### config.mk
export PLATFORM = sky130hd
export DESIGN_NAME = cla_seq_adder
export DESIGN_NICKNAME = d
export VERILOG_FILES = /design/src/rtl/cla_pkg.sv /design/src/rtl/cla_seq_adder_cla4.sv /design/src/rtl/cla_seq_adder.sv
export SDC_FILE = /design/constraint.sdc
export NUM_CORES = 1
export LEC_CHECK = 0
export BUFFER_PORTS_ARGS = -buffer_cell sky130_fd_sc_hd__buf_2
export CAP_MARGIN = 0
export CORE_MARGIN = 4
export CORE_UTILIZATION = 25
export DETAILED_ROUTE_END_ITERATION = 12
export PLACE_DENSITY_LB_ADDON = 0.1
export SLEW_MARGIN = 40
export SYNTH_ARGS = -nofsm -noshare
export SYNTH_HDL_FRONTEND = slang
export SYNTH_SLANG_ARGS = --single-unit
### constraint.sdc
create_clock -name clk -period 3.35 [get_ports clk]
set_input_delay 0.5025 -clock clk [delete_from_list [all_inputs] [get_ports clk]]
set_output_delay 0.5025 -clock clk [all_outputs]
set_load 0.05 [all_outputs]
### src/rtl/cla_pkg.sv
// Shared types and constants for the nibble-serial CLA add/subtract sequencer.
package cla_pkg;
   localparam int unsigned SLICE_W = 4;
   typedef enum logic [1:0] {IDLE, RUN, DONE} cla_seq_state_t;
endpackage

### src/rtl/cla_seq_adder_cla4.sv
// 4-bit carry-lookahead slice; purely combinational.
module cla4_cin (
   input  logic [3:0] a,
   input  logic [3:0] b,
   input  logic       c_in,
   output logic [3:0] sum,
   output logic       c_out
);
   logic [3:0] p;
   logic [3:0] g;
   logic [4:0] c;

   assign p = a ^ b;
   assign g = a & b;

   // Carries expanded in lookahead form rather than rippled.
   assign c[0] = c_in;
   assign c[1] = g[0] | (p[0] & c_in);
   assign c[2] = g[1] | (p[1] & g[0]) | (p[1] & p[0] & c_in);
   assign c[3] = g[2] | (p[2] & g[1]) | (p[2] & p[1] & g[0])
               | (p[2] & p[1] & p[0] & c_in);
   assign c[4] = g[3] | (p[3] & g[2]) | (p[3] & p[2] & g[1])
               | (p[3] & p[2] & p[1] & g[0]) | (p[3] & p[2] & p[1] & p[0] & c_in);

   assign sum   = p ^ c[3:0];
   assign c_out = c[4];
endmodule

### src/rtl/cla_seq_adder.sv
// Nibble-serial add/subtract sequencer: one shared CLA slice stepped LSB to MSB,
// operands and result exchanged over valid/ready handshakes.
module cla_seq_adder
   import cla_pkg::*;
#(
   parameter int unsigned WIDTH = 16
) (
   input  logic             clk,
   input  logic             rst_n,
   input  logic             in_valid,
   output logic             in_ready,
   input  logic [WIDTH-1:0] in_a,
   input  logic [WIDTH-1:0] in_b,
   input  logic             in_sub,
   output logic             out_valid,
   input  logic             out_ready,
   output logic [WIDTH-1:0] out_sum,
   output logic             out_cout,
   output logic             out_ovf,
   output logic             busy
);
   localparam int unsigned NSLICE = WIDTH / SLICE_W;
   localparam int unsigned IW     = (NSLICE > 1) ? $clog2(NSLICE) : 1;

   cla_seq_state_t state_q;
   logic [IW-1:0]    idx_q;
   logic             carry_q;
   logic [WIDTH-1:0] a_q;
   logic [WIDTH-1:0] b_q;
   logic [WIDTH-1:0] sum_q;
   logic [WIDTH-1:0] sum_d;
   logic             cout_q;
   logic             ovf_q;

   logic [SLICE_W-1:0] a_nib;
   logic [SLICE_W-1:0] b_nib;
   logic [SLICE_W-1:0] s_nib;
   logic               c_nib;
   logic               last;
   logic               ovf_nib;

   assign a_nib = a_q[idx_q*SLICE_W +: SLICE_W];
   assign b_nib = b_q[idx_q*SLICE_W +: SLICE_W];

   cla4_cin u_slice (
      .a     (a_nib),
      .b     (b_nib),
      .c_in  (carry_q),
      .sum   (s_nib),
      .c_out (c_nib)
   );

   assign last = (idx_q == IW'(NSLICE - 1));
   // Only meaningful on the last step, where s_nib[3] is the result MSB.
   assign ovf_nib = (a_q[WIDTH-1] == b_q[WIDTH-1]) && (s_nib[SLICE_W-1] != a_q[WIDTH-1]);

   always_comb begin
      sum_d = sum_q;
      sum_d[idx_q*SLICE_W +: SLICE_W] = s_nib;
   end

   always_ff @(posedge clk or negedge rst_n) begin
      if (!rst_n) begin
         state_q <= IDLE;
         idx_q   <= '0;
         carry_q <= 1'b0;
         a_q     <= '0;
         b_q     <= '0;
         sum_q   <= '0;
         cout_q  <= 1'b0;
         ovf_q   <= 1'b0;
      end else begin
         case (state_q)
            IDLE: begin
               if (in_valid) begin
                  a_q     <= in_a;
                  b_q     <= in_sub ? ~in_b : in_b;
                  carry_q <= in_sub;
                  idx_q   <= '0;
                  sum_q   <= '0;
                  cout_q  <= 1'b0;
                  ovf_q   <= 1'b0;
                  state_q <= RUN;
               end
            end
            RUN: begin
               sum_q   <= sum_d;
               carry_q <= c_nib;
               if (last) begin
                  idx_q   <= '0;
                  cout_q  <= c_nib;
                  ovf_q   <= ovf_nib;
                  state_q <= DONE;
               end else begin
                  idx_q <= idx_q + 1'b1;
               end
            end
            DONE: begin
               if (out_ready) state_q <= IDLE;
            end
            default: state_q <= IDLE;
         endcase
      end
   end

   assign in_ready  = (state_q == IDLE) && rst_n;
   assign out_valid = (state_q == DONE);
   assign busy      = (state_q == RUN) || (state_q == DONE);
   assign out_sum   = sum_q;
   assign out_cout  = cout_q;
   assign out_ovf   = ovf_q;
endmodule

==> results.md <==
* Status: completed
* Data required, critical path at around 3.5 ns
* CP startpoint kind: flip-flop
* Total CTS buffers at 5
* Seq pwr share at 0.300
* Initial antenna violation count at 0
* Syn_nets at 289
* Clock Tree Root: clkbuf_16
* Routed WL at approximately 6.8 mm
* IO Port Bufs at between 50 and 60
* Die footprint at 13,100 um2
* Setup TNS at 0 ns
* Max Cap Viol at 0
* Drt via density at around 4.4
* Worst hold-check path type: in -> async
* Die width at roughly 110 um
* Worst setup margin at 0.634 ns
* WS Path Type: reg -> reg
* DRT antenna net count at 0
* Post_cts resized at 0
* RSZ-0062 raised after global routing: false
* Flops & latches, synth at 55
* Largest net degree at the start of global routing at 56
* Fin. Hold Viols at 0
* Fmax at between 0.3 and 0.4 GHz
* Psw at approximately 1.7 mW
* CP arrival at a little under 3 ns
* Post-Syn Area at roughly 2800 um2
* Post-synth EDFFs at 0
* Initial core utilization at 0.258
* Post-CTS Hold Buffers at 0
* Worst Reg-to-Reg Cells at 6
* Area occupied by multi-input gates at about 1400 um2
* Post-Place Worst Slack at between 0.5 and 0.6 ns
* Sequential Area at 1380 um2
* Pint at roughly 2.1 mW
* Final slew viol count at 0
* Nets at 346
* Worst skew pair latency at a little under 0.3 ns
* GPL Wtd Cong at about 0.76
* Crit end category: flip-flop
* Cells after Synth at about 240
* Slew Limit Headroom at 0.600
* First-pass GRT wire length at 11.5 mm
* Post-route minimum period at roughly 2.7 ns
* CP max FO at 12
* Slowest stage delay, CP at between 0.7 and 0.8 ns
* Grt ovf at 0
* Die Y at about 110 um
* Worst R2R Setup Slack at around 0.63 ns
* DR vias at about 1,900
* H-Tree Depth at 2
* Vias in the first global route at 2,052
* Ys flop type: dfrtp_1
* Crit path cell chain: mux4_2 > ha_1 > a21oi_1 > nor2_1 > or3_1 > o311ai_1
* Post-CTS Setup Inserts at 0
* Clock Sinks at 55
* Filler cells at 1,168
* Peak supply drop at approximately 380 uV
* Post-synth ARST share at 1.00
* Total track usage at 0.112
* Routed length per instance at about 16 um
* Register area share after synthesis at 0.487
* Core Region at approximately 11,000 um2
* Power per cell area at about 1100 nW/um2
* Yosys Warn Count at 0
* Max clock buf depth at 2
* Yosys cell types at 39
* Clock skew at slightly above 0.006 ns
* Standard-cell rows at 38
* Syn Area/Cell at 11.9 um2
* Final period util at 0.811
* Iteration-0 DRC Markers at between 70 and 80
* # IOs at between 50 and 60
* Sw frac at 0.450
* Worst slew pin tran at around 0.6 ns
* DRC errors left at 0
* Setup violators final at 0
* Layout area overhead at 21.2%
* Clock power frac at 0.154
* Worst-path clk slew at around 0.070 ns
* TritonCTS clock tree: yes
* Total power at roughly 3.8 mW
* Leak at 1.58 nW
* Crit path max-delay cell type: dfrtp_1
* Layout cells sized above 1 at 0.325
* DP HPWL at ~5 mm
* DRT Pass-1 Iters at 4
* Logic pwr share at 0.546
* RR Endpoint: out_ovf
* Hold_ws at 0.264 ns
* # diodes at 0
* FF-to-FF Start: idx_q[0]
## worst max-delay path: cells and delay by family, from the launching register on
family | cells | cell delay [ns]
compound gates | 2 | 0.42
fa+ha+maj | 1 | 0.36
flops | 1 | 0.72
mux | 1 | 0.63
simple gates | 2 | 0.48
## how the worst max path moves through the flow
stage               slack (ns)     start  endpoint  cells past startpoint
floorplan                 0.71  idx_q[0]   out_ovf                      8
global placement          0.65  idx_q[0]   out_ovf                      6
detailed placement        0.59  idx_q[0]   out_ovf                      6
CTS                       0.57  idx_q[0]   out_ovf                      6
global route              0.31  idx_q[0]   out_ovf                      6
finish                    0.63  idx_q[0]   out_ovf                      6
## stage by stage
| stage | instances | util | cell area, um2 |
|---|---|---|---|
| after floorplan | 238 | - | 2830 |
| after global placement | 428 | 0.298 | 3260 |
| after detailed placement | 428 | 0.298 | 3260 |
| after CTS | 435 | 0.313 | 3420 |
| after global routing | 435 | 0.313 | 3420 |
| final | 435 | 0.313 | 3420 |
## registers in the layout (all words and copies together) (netlist names)
signal and cells:
idx_q 2, out_sum 16, b_q 16, a_q 16, carry_q 1, out_cout 1, state_q 2, out_ovf 1
## layout by cell type (no fill, tap or decap), types with 2 or more instances in the layout
cell and count:
nor2b_1 4, o21ai_0 8, buf_4 3, nor2_1 8
clkbuf_16 5, inv_2 2, nor3_2 3, ha_1 13
mux2_2 12, nand3_1 3, nand2_1 22, a21oi_1 7
o31ai_1 2, mux4_2 8, o21ai_1 16, a22o_1 17
buf_2 57, nor3_1 2, xnor2_1 17, dfrtp_1 55
o2111ai_1 2, mux2_1 4, inv_1 5
## synth_stat cells, drive strengths merged (4+ instances only)
master,count,area [um2]
mux4,8,180
a22o,17,149
xnor2,17,149
nand2,23,86.3
nor2,8,30.0
ha,13,163
a21oi,7,35.0
inv,7,26.3
buf,9,50.0
mux2,16,180
dfrtp,55,1380
o21ai,24,120
nor3,5,40.0
nor2b,4,25.0
## cell type report
| type | instances | share of cell area |
|---|---|---|
| well taps | 140 | 0.0512 |
| clock buffers | 6 | 0.0376 |
| inverters | 7 | 0.00767 |
| clock inverters | 1 | 0.00877 |
| flip-flops and latches | 55 | 0.402 |
| multi-input cells | 165 | 0.400 |
| repair buffers | 61 | 0.0932 |
## kinds of logic (layout without fill, tap and decap cells)
| logic type | Yosys count | count (layout) | synth area share |
|---|---|---|---|
| multiplexers | 24 | 24 | 0.127 |
| adder cells (fa/ha/maj) | 14 | 14 | 0.0646 |
| buffers and inverters | 18 | 75 | 0.0297 |
| AND/OR/NAND/NOR | 50 | 50 | 0.0925 |
| flip-flops | 55 | 55 | 0.487 |
| AO/OA/AOI/OAI | 59 | 59 | 0.143 |
| XOR/XNOR | 18 | 18 | 0.0558 |
## layer usage
layer	global-route usage	vias to the layer above	routed length, um
met1	0.162	922	3350
met3	0.0196	5	235
met4	0.0261	0	55
met2	0.173	41	3130
li1	-	963	-
met5	0	-	0
## power groups by stage
stage	sequential (mW)	combinational, mW	clock, mW
CTS	1.15	2.12	0.603
detailed placement	1.17	2.11	0
global placement	1.16	2.12	0
floorplan	1.15	1.49	0
finish	1.13	2.07	0.583
global route	1.18	2.35	0.628
Note: power is estimated with default switching activity, not from simulation.
